`config.mk`:
```
export PLATFORM = sky130hd
export DESIGN_NAME = stream_feeder
export DESIGN_NICKNAME = d
export VERILOG_FILES = /design/src/rtl/stream_feeder.sv
export SDC_FILE = /design/constraint.sdc
export NUM_CORES = 1
export LEC_CHECK = 0
export CAP_MARGIN = 0
export CORE_ASPECT_RATIO = 1.2
export CORE_UTILIZATION = 61
export CTS_BUF_LIST = sky130_fd_sc_hd__clkbuf_16
export CTS_CLUSTER_SIZE = 28
export DETAILED_ROUTE_END_ITERATION = 10
export GPL_ROUTABILITY_DRIVEN = 0
export PLACE_DENSITY_LB_ADDON = 0.3
export SYNTH_ARGS = -nofsm -noshare
export SYNTH_HDL_FRONTEND = slang
export SYNTH_SLANG_ARGS = --single-unit
```
`constraint.sdc`:
```
create_clock -name clk -period 5.34 [get_ports clk]
set_input_delay 1.068 -clock clk [delete_from_list [all_inputs] [get_ports clk]]
set_output_delay 1.068 -clock clk [all_outputs]
set_load 0.01 [all_outputs]
```
`src/rtl/stream_feeder.sv`:
```
// Operand feeder: accepts a job descriptor, emits a one-cycle header, then pops FIFO words on controller strobes.
// Optional build macro STREAM_FEEDER_MSB_GUARD_EN clears readA[7] on data words so only headers carry the start bit.
module stream_feeder #(
  parameter int DEPTH      = 8,
  parameter int GAP_CYCLES = 16
) (
  input  logic       clk,
  input  logic       RST,
  input  logic       job_valid,
  output logic       job_ready,
  input  logic [7:0] job_row_len,
  input  logic [6:0] job_col_tiles,
  input  logic       data_valid,
  output logic       data_ready,
  input  logic [7:0] data_a,
  input  logic [7:0] data_b,
  input  logic [4:0] PERead,
  input  logic [2:0] filtRead,
  output logic [7:0] readA,
  output logic [7:0] readB,
  output logic       busy,
  output logic       underflow
);

  localparam int AW = (DEPTH > 1) ? $clog2(DEPTH) : 1;
  localparam int CW = AW + 1;

  typedef enum logic [1:0] {
    IDLE   = 2'd0,
    HEADER = 2'd1,
    STREAM = 2'd2
  } state_t;

  state_t          state_q, state_d;
  logic [AW-1:0]   wr_ptr_q, rd_ptr_q;
  logic [CW-1:0]   count_q;
  logic [7:0]      gap_q, gap_d;
  logic            underflow_q, underflow_d;
  logic [7:0]      read_a_q, read_a_d;
  logic [7:0]      read_b_q, read_b_d;

  logic [15:0]     mem [DEPTH];
  logic [15:0]     rd_word;
  logic [7:0]      rd_a;
  logic            strobe;
  logic            fifo_full;
  logic            fifo_empty;
  logic            push;
  logic            pop;

  assign strobe     = (|PERead) | (|filtRead);
  assign fifo_full  = (count_q == CW'(DEPTH));
  assign fifo_empty = (count_q == '0);
  // Pushes are gated only by the registered count, so a same-cycle pop never frees a slot early.
  assign push       = data_valid & ~fifo_full;
  assign rd_word    = mem[rd_ptr_q];

`ifdef STREAM_FEEDER_MSB_GUARD_EN
  assign rd_a = rd_word[15:8] & 8'h7F;
`else
  assign rd_a = rd_word[15:8];
`endif

  always_comb begin
    state_d     = state_q;
    gap_d       = gap_q;
    underflow_d = underflow_q;
    read_a_d    = 8'h00;
    read_b_d    = 8'h00;
    pop         = 1'b0;
    case (state_q)
      IDLE: begin
        if (job_valid) begin
          state_d     = HEADER;
          gap_d       = 8'd0;
          underflow_d = 1'b0;
          read_a_d    = {1'b1, job_row_len[7:1]};
          read_b_d    = {job_row_len[0], job_col_tiles};
        end
      end
      HEADER: begin
        state_d = STREAM;
        gap_d   = 8'd0;
      end
      STREAM: begin
        if (strobe) begin
          gap_d = 8'd0;
          if (!fifo_empty) begin
            pop      = 1'b1;
            read_a_d = rd_a;
            read_b_d = rd_word[7:0];
          end else begin
            underflow_d = 1'b1;
          end
        end else if (gap_q == 8'(GAP_CYCLES - 1)) begin
          state_d = IDLE;
          gap_d   = 8'd0;
        end else begin
          gap_d = gap_q + 8'd1;
        end
      end
      default: begin
        state_d = IDLE;
        gap_d   = 8'd0;
      end
    endcase
  end

  // Storage has no reset so it maps onto plain RAM; validity is tracked by the pointers.
  always_ff @(posedge clk) begin
    if (push) begin
      mem[wr_ptr_q] <= {data_a, data_b};
    end
  end

  always_ff @(posedge clk) begin
    if (RST) begin
      state_q     <= IDLE;
      wr_ptr_q    <= '0;
      rd_ptr_q    <= '0;
      count_q     <= '0;
      gap_q       <= 8'd0;
      underflow_q <= 1'b0;
      read_a_q    <= 8'h00;
      read_b_q    <= 8'h00;
    end else begin
      state_q     <= state_d;
      gap_q       <= gap_d;
      underflow_q <= underflow_d;
      read_a_q    <= read_a_d;
      read_b_q    <= read_b_d;
      if (push) begin
        wr_ptr_q <= wr_ptr_q + AW'(1);
      end
      if (pop) begin
        rd_ptr_q <= rd_ptr_q + AW'(1);
      end
      case ({push, pop})
        2'b10:   count_q <= count_q + CW'(1);
        2'b01:   count_q <= count_q - CW'(1);
        default: count_q <= count_q;
      endcase
    end
  end

  assign job_ready  = (state_q == IDLE);
  assign busy       = (state_q != IDLE);
  assign data_ready = ~fifo_full;
  assign underflow  = underflow_q;
  assign readA      = read_a_q;
  assign readB      = read_b_q;

endmodule

```
==> metrics.txt, run 1 <==
# TYPE chip_impl_metric gauge
chip_impl_metric{name="antenna_nets_post_route",unit=""} 0
chip_impl_metric{name="first_global_vias",unit=""} 3570
chip_impl_info{name="cp_top_family",value="compound AO/OA/AOI/OAI gates"} 1
chip_impl_metric{name="synthAdderAreaFrac",unit=""} 0.01130
chip_impl_metric{name="die-area",unit="mm2"} 0.01131
chip_impl_metric{name="synth.mux.area_fraction",unit=""} 0.1560
chip_impl_metric{name="placement_rows",unit=""} 41
chip_impl_metric{name="die_w",unit="um"} 97.25
chip_impl_metric{name="netlist_instances",unit=""} 355
chip_impl_metric{name="n_fill_cell",unit=""} 610
chip_impl_metric{name="drc",unit=""} 0
chip_impl_metric{name="timing.final.hold_violations",unit=""} 0
chip_impl_metric{name="synthXorXnorAreaFrac",unit=""} 0.01583
chip_impl_info{name="hold_class",value="reg -> reg"} 1
chip_impl_metric{name="power_frac_seq",unit=""} 0.523
chip_impl_metric{name="detailedRoute.firstPassIterationCount",unit=""} 4
chip_impl_metric{name="timing.final.crit_share",unit=""} 0.5889
chip_impl_metric{name="number_of_buffers_added_to_fix_hold_violations_after_cts",unit=""} 0
chip_impl_metric{name="detailroute.via_count",unit=""} 3467
chip_impl_metric{name="yosysTopAreaCellShare",unit=""} 0.5787
chip_impl_metric{name="comb_power_share",unit=""} 0.066
chip_impl_metric{name="num_io_pins",unit=""} 63
chip_impl_metric{name="grt_overflow",unit=""} 0
chip_impl_metric{name="slew_violations",unit=""} 0
chip_impl_metric{name="timing.fmax",unit="MHz"} 318.0
chip_impl_metric{name="routed_wl",unit="um"} 12240
chip_impl_metric{name="ys_seq_area_frac",unit=""} 0.6993
chip_impl_metric{name="postSynthRegisterBits",unit=""} 168
chip_impl_metric{name="start_util",unit=""} 0.6285
chip_impl_metric{name="antenna_found_initial",unit=""} 0
chip_impl_metric{name="clk_latency",unit="ns"} 0.42
chip_impl_info{name="timing.critical_path.slowest_stage_cell",value="a2111oi_4"} 1
chip_impl_metric{name="final.setup_skew",unit="ns"} 0.01545
chip_impl_metric{name="slew-limit-headroom",unit=""} 0.3160
chip_impl_metric{name="synth.yosys.warnings",unit=""} 0
chip_impl_metric{name="clk_transition_reported_paths",unit="ns"} 0.06
chip_impl_info{name="dominantRegCellSynth",value="edfxtp_1"} 1
chip_impl_metric{name="internal_power",unit="uW"} 2197
chip_impl_metric{name="synthesis.area",unit="mm2"} 0.006641
chip_impl_metric{name="average_wire_per_standard_cell",unit="um"} 21.43
chip_impl_metric{name="worst_pin_slew",unit="ns"} 1.025
chip_impl_info{name="synth_largest_area_cell",value="edfxtp_1"} 1
chip_impl_metric{name="final_nets",unit=""} 478
chip_impl_metric{name="cp_max_fo",unit=""} 7
chip_impl_metric{name="period_minus_slack",unit="ns"} 3.145
chip_impl_metric{name="wire_length_of_the_first_global_routing_pass",unit="um"} 19310
chip_impl_metric{name="design.core.area",unit="mm2"} 0.01057
chip_impl_info{name="synth_top_family_by_area",value="multiplexers"} 1
chip_impl_metric{name="grt_start_max_net_pins",unit=""} 33
chip_impl_info{name="crit_chain",value="clkdlybuf4s50_1 -> nor4_2 -> a2111oi_4 -> ha_1 -> xor2_1 -> ha_1 -> a21oi_1 -> xor2_1 -> or3_1 -> a21oi_1"} 1
chip_impl_metric{name="simple_gate_area_share_of_the_yosys_netlist",unit=""} 0.05426
chip_impl_metric{name="cellLeakagePower",unit="uW"} 0.002658
chip_impl_metric{name="syn_avg_cell_area",unit="um2"} 18.71
chip_impl_metric{name="power.density_cell_area",unit="mW/mm2"} 354.4
chip_impl_metric{name="p_clk_frac",unit=""} 0.411
chip_impl_metric{name="power_switching_share",unit=""} 0.2203
chip_impl_metric{name="max-vdd-ir-drop",unit="V"} 0.0003279
chip_impl_metric{name="clock_sink_count",unit=""} 168
chip_impl_metric{name="areaGrowthSynthToFinish",unit="%"} 19.71
chip_impl_metric{name="clockBufferDepth",unit=""} 2
chip_impl_metric{name="setup_viol",unit=""} 0
chip_impl_info{name="rsz0062_at_grt",value="no"} 1
chip_impl_metric{name="antenna-diode-count",unit=""} 0
chip_impl_metric{name="required",unit="ns"} 5.68
chip_impl_metric{name="drt-initial-drc-count",unit=""} 175
chip_impl_metric{name="synthesis.nets",unit=""} 404
chip_impl_info{name="tritoncts_clock_tree",value="built"} 1
chip_impl_metric{name="tritoncts.num_buffers",unit=""} 17
chip_impl_info{name="worst_setup_path_end_kind",value="register"} 1
chip_impl_metric{name="detailedPlacementHpwl",unit="um"} 6982
chip_impl_metric{name="critPathBufInv",unit=""} 1
chip_impl_info{name="result_of_the_run",value="finished, final reports clean"} 1
chip_impl_metric{name="buffer_ports.inserted",unit=""} 62
chip_impl_metric{name="critPathArrivalTime",unit="ns"} 3.49
chip_impl_metric{name="critical-path-max-stage-delay",unit="ns"} 0.54
chip_impl_metric{name="layout-drive-gt1-share",unit=""} 0.1787
chip_impl_metric{name="synth-compound-area-share",unit=""} 0.04145
chip_impl_metric{name="floorplan.die.height",unit="um"} 116.3
chip_impl_metric{name="synth-edff-count",unit=""} 128
chip_impl_metric{name="fin_setup_tns",unit="ns"} 0
chip_impl_metric{name="power.total",unit="uW"} 2818
chip_impl_metric{name="post-cts-setup-buffer-count",unit=""} 0
chip_impl_info{name="synthTopCellsByArea",value="edfxtp_1, dfxtp_1, mux4_1, mux2_2, mux4_2"} 1
chip_impl_metric{name="drv.max_cap_violation_count",unit=""} 0
chip_impl_metric{name="asyncSetResetFlopFracSynth",unit=""} 0
chip_impl_metric{name="cts-htree-levels",unit=""} 4
chip_impl_metric{name="cts_repair_resize_count",unit=""} 0
chip_impl_metric{name="power_switching",unit="uW"} 620.7
chip_impl_info{name="worstSetupPathType",value="in -> reg"} 1
chip_impl_metric{name="ys_types",unit=""} 45
chip_impl_metric{name="via_per_inst",unit=""} 6.072
chip_impl_metric{name="grtUsageTotal",unit=""} 0.2375
chip_impl_info{name="clock-root-buffer",value="clkbuf_16"} 1
chip_impl_info{name="start_kind",value="primary input"} 1
## sequential cells by signal, indices dropped and copies added (netlist names), named ones only
signal     cells
count_q        4
readB          8
rd_ptr_q       3
underflow      1
wr_ptr_q       3
gap_q          8
state_q        2
mem          128
readA          8
## stage by stage
step	setup slack [ns]	hold slack (ns)	utilization	cell area [um2]	cells
after floorplan	2.162	0.4693	-	6641	355
after global placement	1.844	0.4894	0.6987	7383	539
after detailed placement	1.733	0.5011	0.6987	7383	539
after CTS	2.194	0.5122	0.7523	7950	571
after global routing	2.017	0.5604	0.7523	7950	571
final	2.195	0.5143	0.7523	7950	571
## cell usage after synthesis (all sizes together), types with 2 or more instances
cell    count
nand3b      2
mux4       32
xnor2       6
nand2      11
nor3        6
nor4        5
edfxtp    128
buf        11
mux2i       3
xor2        6
nor2       22
nand2b      2
clkbuf      5
o31ai       2
nor4bb      2
inv         2
o21ai       3
a22o       16
mux2       17
ha          6
nand3       5
dfxtp      40
a21oi       6
nor2b       3
or3         2
## worst paths after layout
kind         slack, ns  startpoint  cells after the start    endpoint
max               2.20   PERead[4]                     10  count_q[2]
min               0.51    gap_q[2]                      2    gap_q[2]
max reg2reg       2.72  count_q[0]                      9  count_q[2]
min reg2reg       0.51    gap_q[2]                      2    gap_q[2]
## worst min-delay path, stage by stage, from the launching register on
cell and delay, ns:
dfxtp_1 0.35, nand2_1 0.07, nand2_1 0.05
## layout by cell type (no fill, tap or decap), types with 3 or more instances in the layout
master	count
buf_4	9
ha_1	6
xor2_1	6
a22o_1	16
xnor2_1	6
o21ai_0	3
nor2b_1	3
mux4_2	7
edfxtp_1	128
mux4_1	25
nor2_1	21
clkinvlp_4	4
mux2i_1	3
clkdlybuf4s50_1	62
nor4_2	4
nand3_1	5
inv_6	5
mux2_2	17
clkbuf_16	17
nor3_2	4
a21oi_1	6
nand2_1	10
dfxtp_1	39
## logic make-up after synthesis
| kind of cell | Yosys count |
|---|---|
| simple gates | 66 |
| mux | 52 |
| xor+xnor | 12 |
| flops | 168 |
| fa+ha+maj | 6 |
| compound gates | 33 |
| buf+inv | 18 |
## power by group through the flow
stage	registers [uW]	logic, uW	clock network [uW]
after floorplan	1490	97.1	0
after global placement	1500	179	0
after detailed placement	1500	184	0
after CTS	1470	186	1180
after global routing	1480	199	1230
final	1470	185	1160
## metal layers
| metal | global-route usage | vias up | wire length (um) |
|---|---|---|---|
| met5 | 0 | - | 0 |
| met4 | 0.08824 | 0 | 175 |
| met3 | 0.06703 | 14 | 862 |
| met2 | 0.4099 | 144 | 6480 |
| met1 | 0.2912 | 1721 | 4716 |
| li1 | - | 1588 | - |
## area by class of cell
class,count,area (um2),area share
multi-input cells,169,1881,0.2365
flip-flops and latches,168,4646,0.5844
repair buffers,71,688.2,0.08656
clock inverters,15,141.4,0.01778
well taps,129,161.4,0.02030
inverters,2,7.507,0.0009443
clock buffers,17,425.4,0.05351
(Power assumes the default switching activity.)
==> run 2: changes to the inputs <==
--- a/config.mk
+++ b/config.mk
@@ -7,7 +7,7 @@
 export LEC_CHECK = 0
 export CAP_MARGIN = 0
 export CORE_ASPECT_RATIO = 1.2
-export CORE_UTILIZATION = 61
+export CORE_UTILIZATION = 57
 export CTS_BUF_LIST = sky130_fd_sc_hd__clkbuf_16
 export CTS_CLUSTER_SIZE = 28
 export DETAILED_ROUTE_END_ITERATION = 10
==> constraint.sdc (replaced) <==
create_clock -name clk -period 3.2 [get_ports clk]
set_input_delay 0.64 -clock clk [delete_from_list [all_inputs] [get_ports clk]]
set_output_delay 0.64 -clock clk [all_outputs]
set_load 0.01 [all_outputs]
==> metrics.txt, run 2 (synthesis gave the netlist of run 1 again) <==
# TYPE chip_impl_metric gauge
chip_impl_info{name="result_of_the_run",value="finished, final reports clean"} 1
chip_impl_info{name="highest-signal-layer",value="met4"} 1
chip_impl_metric{name="placement_rows",unit=""} 42
chip_impl_info{name="clock-root-buffer",value="clkbuf_16"} 1
chip_impl_metric{name="tritoncts.num_buffers",unit=""} 17
chip_impl_metric{name="number_of_buffers_added_to_fix_hold_violations_after_cts",unit=""} 0
chip_impl_info{name="tritoncts_clock_tree",value="built"} 1
chip_impl_metric{name="slew_violations",unit=""} 0
chip_impl_metric{name="detailedPlacementHpwl",unit="um"} 7268
chip_impl_metric{name="antenna_found_initial",unit=""} 0
chip_impl_metric{name="m1WireLength",unit="um"} 5080
chip_impl_metric{name="cp_max_fo",unit=""} 7
chip_impl_info{name="worstSetupPathType",value="in -> reg"} 1
chip_impl_info{name="layout_commonest_cell",value="edfxtp_1"} 1
chip_impl_metric{name="average_wire_per_standard_cell",unit="um"} 21.35
chip_impl_info{name="rsz0062_at_grt",value="no"} 1
chip_impl_metric{name="post-cts-setup-buffer-count",unit=""} 0
chip_impl_metric{name="fin_setup_tns",unit="ns"} 0
chip_impl_metric{name="critPathArrivalTime",unit="ns"} 3.11
chip_impl_metric{name="power.density_cell_area",unit="mW/mm2"} 612.4
chip_impl_metric{name="max-vdd-ir-drop",unit="V"} 0.0005235
chip_impl_metric{name="cts_repair_resize_count",unit=""} 0
chip_impl_info{name="mostFrequentLayoutCells",value="edfxtp_1, clkdlybuf4s50_1, dfxtp_1"} 1
chip_impl_metric{name="first_global_vias",unit=""} 3706
chip_impl_info{name="most_flop_heavy_register",value="mem"} 1
chip_impl_metric{name="routed_wl",unit="um"} 12830
chip_impl_metric{name="worst-r2r-setup-slack",unit="ns"} 0.59
chip_impl_metric{name="areaGrowthSynthToFinish",unit="%"} 21.89
chip_impl_metric{name="detailroute.via_count",unit=""} 3501
chip_impl_metric{name="antenna-diode-count",unit=""} 0
chip_impl_metric{name="postLayoutCellArea",unit="mm2"} 0.008095
chip_impl_metric{name="antenna_nets_post_route",unit=""} 0
chip_impl_metric{name="die_w",unit="um"} 100.5
chip_impl_metric{name="drv.max_cap_violation_count",unit=""} 0
chip_impl_metric{name="period_minus_slack",unit="ns"} 2.759
chip_impl_metric{name="detailedRoute.firstPassIterationCount",unit=""} 4
chip_impl_metric{name="die-area",unit="mm2"} 0.01209
chip_impl_metric{name="max_ffs_per_register",unit=""} 128
chip_impl_metric{name="drc",unit=""} 0
chip_impl_metric{name="num_io_pins",unit=""} 63
chip_impl_metric{name="cts-htree-levels",unit=""} 4
chip_impl_metric{name="design.core.area",unit="mm2"} 0.01119
chip_impl_metric{name="required",unit="ns"} 3.55
chip_impl_metric{name="regArea",unit="mm2"} 0.004644
chip_impl_metric{name="via_per_inst",unit=""} 5.825
chip_impl_metric{name="floorplan.die.height",unit="um"} 120.2
chip_impl_metric{name="timing.final.crit_share",unit=""} 0.8623
chip_impl_metric{name="placed_area",unit="mm2"} 0.007461
chip_impl_metric{name="grt_start_max_net_pins",unit=""} 33
chip_impl_metric{name="cellLeakagePower",unit="uW"} 0.002731
chip_impl_metric{name="drt-initial-drc-count",unit=""} 256
chip_impl_metric{name="clockBufferDepth",unit=""} 2
chip_impl_metric{name="dr_wl_met2",unit="um"} 6815
chip_impl_metric{name="wire_length_of_the_first_global_routing_pass",unit="um"} 19940
chip_impl_metric{name="final_nets",unit=""} 483
chip_impl_metric{name="timing.fmax",unit="MHz"} 362.4
chip_impl_metric{name="grt_overflow",unit=""} 0
chip_impl_metric{name="clock_sink_count",unit=""} 168
chip_impl_metric{name="multi_input_gate_area",unit="mm2"} 0.001878
chip_impl_metric{name="timing.final.hold_violations",unit=""} 0
chip_impl_metric{name="slew-limit-headroom",unit=""} 0.4913
chip_impl_metric{name="finish.utilization",unit=""} 0.7232
chip_impl_metric{name="clk_latency",unit="ns"} 0.41
chip_impl_metric{name="final.setup_skew",unit="ns"} 0.006098
chip_impl_info{name="hold_class",value="reg -> reg"} 1
chip_impl_metric{name="n_fill_cell",unit=""} 677
chip_impl_info{name="worst_setup_path_end_kind",value="register"} 1
chip_impl_metric{name="met3WireLength",unit="um"} 694
chip_impl_metric{name="grtUsageTotal",unit=""} 0.2362
chip_impl_metric{name="start_util",unit=""} 0.5933
chip_impl_metric{name="worst_pin_slew",unit="ns"} 0.7602
chip_impl_metric{name="buffer_ports.inserted",unit=""} 62
chip_impl_info{name="start_kind",value="primary input"} 1
chip_impl_metric{name="setup_viol",unit=""} 0
chip_impl_metric{name="clk_transition_reported_paths",unit="ns"} 0.06
chip_impl_metric{name="layout-drive-gt1-share",unit=""} 0.1767
run 2: cell types whose count changed in the layout (fill, tap and decap cells not counted), sizes merged:
cell and delta:
clkinvlp -3, clkinv +3, bufinv +4, buf +5, inv -4
run 2: where the power goes:
group	switching, uW	total, uW	internal [uW]
combinational	150	318	168
sequential	40.5	2460	2420
clock	805	2180	1380
total	996	4960	3960
run 2: area by class of cell:
type	instances	area share
clock buffer	17	0.05255
clock inverter	15	0.02581
inverter	2	0.0009274
multi-input combinational	169	0.2320
sequential	168	0.5737
tap	154	0.02380
timing repair buffer	76	0.09119
run 2: worst paths after layout:
| check | start | to | depth (start not counted) |
|---|---|---|---|
| worst max-delay path | filtRead[0] | count_q[2] | 10 |
| worst min-delay path | gap_q[2] | gap_q[2] | 2 |
| worst min register to register | gap_q[2] | gap_q[2] | 2 |
| worst max register to register | count_q[2] | count_q[2] | 9 |
run 2: metal layers:
metal / GRT usage / up-vias
li1: - / 1594
met1: 0.2852 / 1774
met2: 0.3998 / 112
met3: 0.06185 / 21
met4: 0.1042 / 0
met5: 0 / -
run 2: stage by stage:
step	total power (uW)	cells	hold WS (ns)	worst slack [ns]
3_3_place_gp	2804	569	0.4897	0.1281
2_1_floorplan	2656	355	0.4693	0.2415
5_1_grt	5114	601	0.5419	0.2779
4_1_cts	4985	601	0.5070	0.4399
3_5_place_dp	2819	569	0.4976	-0.001909
6_report	4958	601	0.5043	0.4405
run 2: critical path: stages:
cell             delay [ns]
clkdlybuf4s50_1        0.48
nor4_2                 0.07
a2111oi_4              0.57
ha_1                   0.36
xor2_1                 0.17
ha_1                   0.16
a21oi_1                0.05
xor2_1                 0.16
or3_1                  0.30
a21oi_1                0.14
